## config.mk

```make
export PLATFORM = sky130hd
export DESIGN_NAME = sme_param_matcher
export DESIGN_NICKNAME = d
export VERILOG_FILES = /design/src/rtl/sme_pkg.sv /design/src/rtl/sme_char_cmp.sv /design/src/rtl/sme_param_matcher.sv
export SDC_FILE = /design/constraint.sdc
export NUM_CORES = 1
export LEC_CHECK = 0
export BUFFER_PORTS_ARGS = -buffer_cell sky130_fd_sc_hd__clkbuf_2
export CAP_MARGIN = 10
export CORE_ASPECT_RATIO = 0.7
export CORE_MARGIN = 5
export CORE_UTILIZATION = 35
export CTS_CLUSTER_SIZE = 30
export DETAILED_ROUTE_END_ITERATION = 7
export PLACE_DENSITY = 0.49
export SLEW_MARGIN = 20
export SYNTH_ARGS = -nofsm -noshare
export SYNTH_HDL_FRONTEND = slang
export SYNTH_SLANG_ARGS = --single-unit
export TNS_END_PERCENT = 50
```

## constraint.sdc

```tcl
create_clock -name clk -period 4.85 [get_ports clk]
set_input_delay 0.2425 -clock clk [delete_from_list [all_inputs] [get_ports clk]]
set_output_delay 0.2425 -clock clk [all_outputs]
set_load 0.01 [all_outputs]
```

## src/rtl/sme_pkg.sv

```systemverilog
// Shared constants and state encoding for the string-match engine.
package sme_pkg;

    localparam logic [7:0] CH_HAT    = 8'h5E;
    localparam logic [7:0] CH_DOLLAR = 8'h24;
    localparam logic [7:0] CH_DOT    = 8'h2E;
    localparam logic [7:0] CH_STAR   = 8'h2A;
    localparam logic [7:0] CH_SPACE  = 8'h20;

    typedef enum logic [2:0] {
        IDLE,
        LOAD_STR,
        LOAD_PAT,
        SCAN,
        REPORT
    } state_t;

endpackage

```

## src/rtl/sme_char_cmp.sv

```systemverilog
// Combinational compare of one pattern symbol against the string at the current
// scan position; classifies zero-width anchors and reports whether they hold.
module sme_char_cmp
    import sme_pkg::*;
#(
    parameter int CHAR_W = 8
) (
    input  logic [CHAR_W-1:0] pat_ch,
    input  logic [CHAR_W-1:0] str_ch,
    input  logic [CHAR_W-1:0] prev_ch,
    input  logic              is_first,
    input  logic              is_last,
    input  logic              at_start,
    input  logic              in_range,
    input  logic              at_end,
    output logic              is_anchor,
    output logic              anchor_ok,
    output logic              hit
);
    logic is_hat;
    logic is_dollar;

    always_comb begin
        is_hat    = is_first && (pat_ch == CHAR_W'(CH_HAT));
        is_dollar = is_last && (pat_ch == CHAR_W'(CH_DOLLAR));
        is_anchor = is_hat || is_dollar;
        // '^' looks one char back, '$' looks at the char the body would consume next
        anchor_ok = is_hat ? (at_start || (prev_ch == CHAR_W'(CH_SPACE)))
                           : (at_end || (in_range && (str_ch == CHAR_W'(CH_SPACE))));
        hit       = in_range && ((pat_ch == CHAR_W'(CH_DOT)) || (pat_ch == str_ch));
    end

endmodule

```

## src/rtl/sme_param_matcher.sv

```systemverilog
// Serial-load string matcher: '^', '$', '.' symbols, plus '*' when SME_STAR_EN is defined.
// One valid pulse per pattern reports match and the leftmost start index.
module sme_param_matcher
    import sme_pkg::*;
#(
    parameter int  CHAR_W  = 8,
    parameter int  STR_MAX = 32,
    parameter int  PAT_MAX = 8,
    localparam int IDX_W   = $clog2(STR_MAX)
) (
    input  logic              clk,
    input  logic              reset,
    input  logic [CHAR_W-1:0] chardata,
    input  logic              isstring,
    input  logic              ispattern,
    output logic              busy,
    output logic              valid,
    output logic              match,
    output logic [IDX_W-1:0]  match_index
);
    localparam int LEN_W  = $clog2(STR_MAX + 1);
    localparam int PLEN_W = $clog2(PAT_MAX + 1);
    localparam int PIDX_W = $clog2(PAT_MAX);
    localparam int POS_W  = $clog2(STR_MAX + PAT_MAX + 1);

    state_t            state_reg, state_next;
    logic [CHAR_W-1:0] str_mem [STR_MAX];
    logic [CHAR_W-1:0] pat_mem [PAT_MAX];
    logic [LEN_W-1:0]  slen_reg;
    logic [PLEN_W-1:0] plen_reg;
    logic              str_run_reg;
    logic [POS_W-1:0]  s_reg, k_reg;
    logic [PLEN_W-1:0] p_reg;
    logic              match_reg;
    logic [IDX_W-1:0]  match_index_reg;

    logic              loading, str_we, pat_we;
    logic [IDX_W-1:0]  str_waddr;
    logic [PIDX_W-1:0] pat_waddr;

    always_comb begin
        loading   = (state_reg == IDLE) || (state_reg == LOAD_STR) || (state_reg == LOAD_PAT);
        str_we    = 1'b0;
        pat_we    = 1'b0;
        str_waddr = '0;
        pat_waddr = '0;
        if (loading && isstring) begin
            str_we    = !str_run_reg || (slen_reg < LEN_W'(STR_MAX));
            str_waddr = str_run_reg ? slen_reg[IDX_W-1:0] : '0;
        end else if (loading && ispattern) begin
            pat_we    = (state_reg != LOAD_PAT) || (plen_reg < PLEN_W'(PAT_MAX));
            pat_waddr = (state_reg == LOAD_PAT) ? plen_reg[PIDX_W-1:0] : '0;
        end
    end

    always_ff @(posedge clk or posedge reset) begin
        if (reset) begin
            slen_reg    <= '0;
            plen_reg    <= '0;
            str_run_reg <= 1'b0;
        end else begin
            str_run_reg <= loading && isstring;
            if (str_we)
                slen_reg <= str_run_reg ? slen_reg + LEN_W'(1) : LEN_W'(1);
            if (pat_we)
                plen_reg <= (state_reg == LOAD_PAT) ? plen_reg + PLEN_W'(1) : PLEN_W'(1);
        end
    end

    always_ff @(posedge clk) begin
        if (str_we)
            str_mem[str_waddr] <= chardata;
        if (pat_we)
            pat_mem[pat_waddr] <= chardata;
    end

    // Scan datapath: string position is segment base + consumed-char offset k
    logic [POS_W-1:0]  cur_base, pos;
    logic [IDX_W-1:0]  prev_idx;
    logic [CHAR_W-1:0] pat_ch, str_ch, prev_ch;
    logic              in_range, at_end, is_anchor, anchor_ok, hit;
    logic              pat_done, is_star, step_ok, scan_fail, scan_end;
    logic              in_suffix, suffix_exhausted;
    logic [PLEN_W-1:0] retry_p;

`ifdef SME_STAR_EN
    logic [POS_W-1:0]  t_reg;
    logic              in_suffix_reg;
    logic [PLEN_W-1:0] star_p_reg;

    assign in_suffix        = in_suffix_reg;
    assign retry_p          = star_p_reg;
    assign suffix_exhausted = t_reg >= POS_W'(slen_reg);
    assign cur_base         = in_suffix_reg ? t_reg : s_reg;
    assign is_star          = !in_suffix_reg && (pat_ch == CHAR_W'(CH_STAR));
`else
    assign in_suffix        = 1'b0;
    assign retry_p          = '0;
    assign suffix_exhausted = 1'b0;
    assign cur_base         = s_reg;
    assign is_star          = 1'b0;
`endif

    assign pos      = cur_base + k_reg;
    assign in_range = pos < POS_W'(slen_reg);
    assign at_end   = pos == POS_W'(slen_reg);
    assign prev_idx = s_reg[IDX_W-1:0] - IDX_W'(1);
    assign pat_ch   = pat_mem[p_reg[PIDX_W-1:0]];
    assign str_ch   = str_mem[pos[IDX_W-1:0]];
    assign prev_ch  = str_mem[prev_idx];

    sme_char_cmp #(.CHAR_W(CHAR_W)) u_cmp (
        .pat_ch    (pat_ch),
        .str_ch    (str_ch),
        .prev_ch   (prev_ch),
        .is_first  (p_reg == '0),
        .is_last   (p_reg == plen_reg - PLEN_W'(1)),
        .at_start  (s_reg == '0),
        .in_range  (in_range),
        .at_end    (at_end),
        .is_anchor (is_anchor),
        .anchor_ok (anchor_ok),
        .hit       (hit)
    );

    always_comb begin
        pat_done  = p_reg == plen_reg;
        step_ok   = is_anchor ? anchor_ok : hit;
        scan_fail = !pat_done && !is_star && !step_ok &&
                    (in_suffix ? suffix_exhausted
                               : (s_reg + POS_W'(1) >= POS_W'(slen_reg)));
        scan_end  = (state_reg == SCAN) && (pat_done || scan_fail);
    end

    always_ff @(posedge clk or posedge reset) begin
        if (reset) begin
            s_reg           <= '0;
            k_reg           <= '0;
            p_reg           <= '0;
            match_reg       <= 1'b0;
            match_index_reg <= '0;
        end else if (state_reg != SCAN) begin
            s_reg <= '0;
            k_reg <= '0;
            p_reg <= '0;
        end else if (pat_done) begin
            match_reg       <= 1'b1;
            match_index_reg <= s_reg[IDX_W-1:0];
        end else if (is_star) begin
            p_reg <= p_reg + PLEN_W'(1);
            k_reg <= '0;
        end else if (step_ok) begin
            p_reg <= p_reg + PLEN_W'(1);
            if (!is_anchor)
                k_reg <= k_reg + POS_W'(1);
        end else if (scan_fail) begin
            match_reg       <= 1'b0;
            match_index_reg <= '0;
        end else begin
            p_reg <= retry_p;
            k_reg <= '0;
            if (!in_suffix)
                s_reg <= s_reg + POS_W'(1);
        end
    end

`ifdef SME_STAR_EN
    // A failed suffix slides its own base; a later start could only see a later suffix base
    always_ff @(posedge clk or posedge reset) begin
        if (reset) begin
            t_reg         <= '0;
            in_suffix_reg <= 1'b0;
            star_p_reg    <= '0;
        end else if (state_reg != SCAN) begin
            in_suffix_reg <= 1'b0;
        end else if (!pat_done && is_star) begin
            in_suffix_reg <= 1'b1;
            t_reg         <= pos;
            star_p_reg    <= p_reg + PLEN_W'(1);
        end else if (!pat_done && !step_ok && !scan_fail && in_suffix_reg) begin
            t_reg <= t_reg + POS_W'(1);
        end
    end
`endif

    always_comb begin
        state_next = state_reg;
        case (state_reg)
            IDLE:     if (isstring) state_next = LOAD_STR;
                      else if (ispattern) state_next = LOAD_PAT;
            LOAD_STR: if (!isstring && ispattern) state_next = LOAD_PAT;
            LOAD_PAT: if (isstring) state_next = LOAD_STR;
                      else if (!ispattern) state_next = SCAN;
            SCAN:     if (scan_end) state_next = REPORT;
            REPORT:   state_next = IDLE;
            default:  state_next = IDLE;
        endcase
    end

    always_ff @(posedge clk or posedge reset) begin
        if (reset)
            state_reg <= IDLE;
        else
            state_reg <= state_next;
    end

    assign busy        = (state_reg == SCAN) || (state_reg == REPORT);
    assign valid       = state_reg == REPORT;
    assign match       = match_reg;
    assign match_index = match_index_reg;

endmodule
```

==> results.txt <==
Placement Setup Slack - -0.200 ns
Largest fanout on the critical path - 11
Most common flop cell mapped by yosys - sky130_fd_sc_hd__edfxtp_1
Non-Filler Instances - 1,731
Largest register by flop count - str_mem
Total I/O pin count - 20
Layout cell share with drive strength beyond 1 - 0.220
Number of nets in the layout - 1,141
Worst setup startpoint - k_reg[0]
Worst min-delay path class - in -> reg
Max Cap Violations - 0
Routed Antenna Nets - 0
Worst setup slack after layout - 0.193 ns
Wire length of the first global-routing pass - 67.0 mm
Post-route core utilization - 0.412
Top cell type by total area after synthesis - sky130_fd_sc_hd__edfxtp_1
DP Wirelength - 31.0 mm
RSZ-0062 raised after global routing - false
Distinct cell type count after synthesis - 68
Endpoints failing setup - 0
Most frequent standard cell in the layout excluding fill and tap cells - sky130_fd_sc_hd__edfxtp_1
Post-Synthesis Cells - 1,025
Worst-case headroom to the max-slew limit - 0.237
Number of flip-flops under the largest register name - 256
Data required, critical path - 5.26 ns
Overall die area - 50,700 µm²
Global route total overflow - 0
Fin area - 18,700 µm²
Final sum of negative setup slack - 0 ns
Filler Cell Count - 4,121
CTS tree - yes
Maximum root-to-sink buffer count - 3
Ys async rst share - 0.101
Worst slew pin tran - 1.14 ns
Hold Worst Slack - 0.0329 ns
Post-Syn Area per Cell - 15.8 µm²
WL per Instance - 26.3 µm
Overall die width - 267 µm
Final routed wirelength across all metal layers - 45.6 mm
Post-synth top area share - 0.594
Yosys reg bits - 356
Number of enable-type register cells in the synthesized netlist - 320
Result of the run - completed
Vias per std cell - 5.75
Sink Count - 356
Syn nets - 1,063
Top flop regs - str_mem (256), pat_mem (64)
Count of standard-cell rows - 65
Worst Path Class, Setup - reg -> reg
Clock network latency to the later pin of the worst-skew pair - 0.54 ns
Final Hold Violating Endpoints - 0
Cell area after synthesis - 16,200 µm²
Most area-consuming cells after synthesis - sky130_fd_sc_hd__edfxtp_1 59%, sky130_fd_sc_hd__mux4_2 10%, sky130_fd_sc_hd__dfrtp_1 5.6%
Die Height - 190 µm
Most frequent cells in the layout - 320 x sky130_fd_sc_hd__edfxtp_1, 74 x sky130_fd_sc_hd__mux4_2, 71 x sky130_fd_sc_hd__nor2_1
Post-synthesis sequential area ratio - 0.649
Period Utilization, post-route - 0.960
Layout area overhead - 15.5%
Startpoint of the tightest hold check path - isstring
Number of buffers inserted during clock tree synthesis - 36
Layout Skew - 0.0186 ns
DRT Pass-1 Iters - 5
R2r startpoint - k_reg[0]
Count of input and output buffers - 19
Maximum clock rate - 0.215 GHz
Number of inserted diodes - 0
Number of max-slew violations in the final report - 0
Number of DRC markers after the initial detailed-route iteration - 1,040
Via count of the routed design - 9,955
Static Leakage - 6.16 nW
Maximum vdd ir drop - 0.198 mV
Final weighted congestion in routability-driven placement - 0.872
Kind of end point of the critical path - flop
Via count of the first global-routing pass - 9,689
Arrival time of the worst setup path - 5.06 ns
Placed instance count - 1,660
Clock-pin slew reported for the worst setup and hold paths after clock tree synthesis - 0.06 ns
Tmin final - 4.66 ns
Clock H-tree levels - 2
Starting utilization of the core area - 0.357
Worst setup SP type - flop
Final Power - 8.04 mW
Area of the core region - 45,400 µm²
Largest net degree at the start of global routing - 41
Yosys warning total - 0
Clock root buffer master - sky130_fd_sc_hd__clkbuf_16
Initial antenna violation count - 0
Drt drc - 0
Global router's overall resource usage - 0.178
Area post-placement - 17,400 µm²
Power density normalized to cell area - 430 nW/µm²
cells by family after synthesis:
logic type	Yosys count	synth area share
buffers and inverters	71	0.0209
AOI/OAI and AO/OA	138	0.0585
DFF	356	0.649
adders and majority gates	27	0.0212
xor gates and xnor gates	19	0.0103
and+or+nand+nor	293	0.101
muxes	121	0.139
repair_timing:
action	in CTS	in global routing
endpoints found under the setup margin	20	13
gates cloned	1	0
hold buffers	1	0
setup buffers	8	0
hold endpoints to repair	36	0
pin swaps	4	2
resized for setup	13	1
where the power goes:
group          internal (mW)  switching [mW]  total (mW)
sequential              3.46           0.125        3.58
combinational          0.648            1.02        1.67
clock                   1.60            1.18        2.78
worst paths after layout:
kind,slack (ns),end,depth (start not counted)
min reg2reg,0.48,match,1
max in group asynchronous,4.12,slen_reg[5],4
min,0.03,state_reg[0],3
min in group asynchronous,0.37,match_index[0],4
max,0.19,k_reg[2],16
max reg2reg,0.19,k_reg[2],16
worst max-delay path, stage by stage (launching register included):
cell and delay (ns):
sky130_fd_sc_hd__dfrtp_1 0.38, sky130_fd_sc_hd__ha_2 0.21, sky130_fd_sc_hd__fa_4 0.83, sky130_fd_sc_hd__buf_12 0.13, sky130_fd_sc_hd__buf_16 0.16, sky130_fd_sc_hd__buf_4 0.16
sky130_fd_sc_hd__mux4_2 0.52, sky130_fd_sc_hd__mux2i_1 0.19, sky130_fd_sc_hd__o22ai_1 0.11, sky130_fd_sc_hd__o21ai_0 0.16, sky130_fd_sc_hd__or4b_4 0.51, sky130_fd_sc_hd__nor4_4 0.29
sky130_fd_sc_hd__o21ai_2 0.11, sky130_fd_sc_hd__a31o_2 0.24, sky130_fd_sc_hd__nand2_2 0.09, sky130_fd_sc_hd__inv_2 0.08, sky130_fd_sc_hd__a221o_1 0.35
cells in the mapped netlist (28+ instances only):
cell type and number:
sky130_fd_sc_hd__nor4b_1 30, sky130_fd_sc_hd__a21oi_1 28, sky130_fd_sc_hd__edfxtp_1 320, sky130_fd_sc_hd__nand3_1 38
sky130_fd_sc_hd__nor2_1 71, sky130_fd_sc_hd__dfrtp_1 36, sky130_fd_sc_hd__nor3_1 29, sky130_fd_sc_hd__mux2i_1 31
sky130_fd_sc_hd__mux4_2 74, sky130_fd_sc_hd__nand2_1 28, sky130_fd_sc_hd__nor4_1 30
per-layer routing:
layer / wire, µm / vias up / global-route usage
li1: - / 4341 / -
met1: 22400 / 5146 / 0.289
met2: 18500 / 419 / 0.241
met3: 3960 / 49 / 0.0467
met4: 716 / 0 / 0.0335
met5: 0 / - / 0
cell type report:
| type | instances | area (µm²) | share of cell area |
|---|---|---|---|
| clock buffer | 43 | 937 | 0.0501 |
| clock inverter | 20 | 219 | 0.0117 |
| inverter | 25 | 93.8 | 0.00502 |
| multi-input combinational | 598 | 5430 | 0.291 |
| sequential | 356 | 10500 | 0.562 |
| tap | 603 | 754 | 0.0404 |
| timing repair buffer | 86 | 748 | 0.0400 |
No activity file was read; power rests on OpenSTA's default activity.
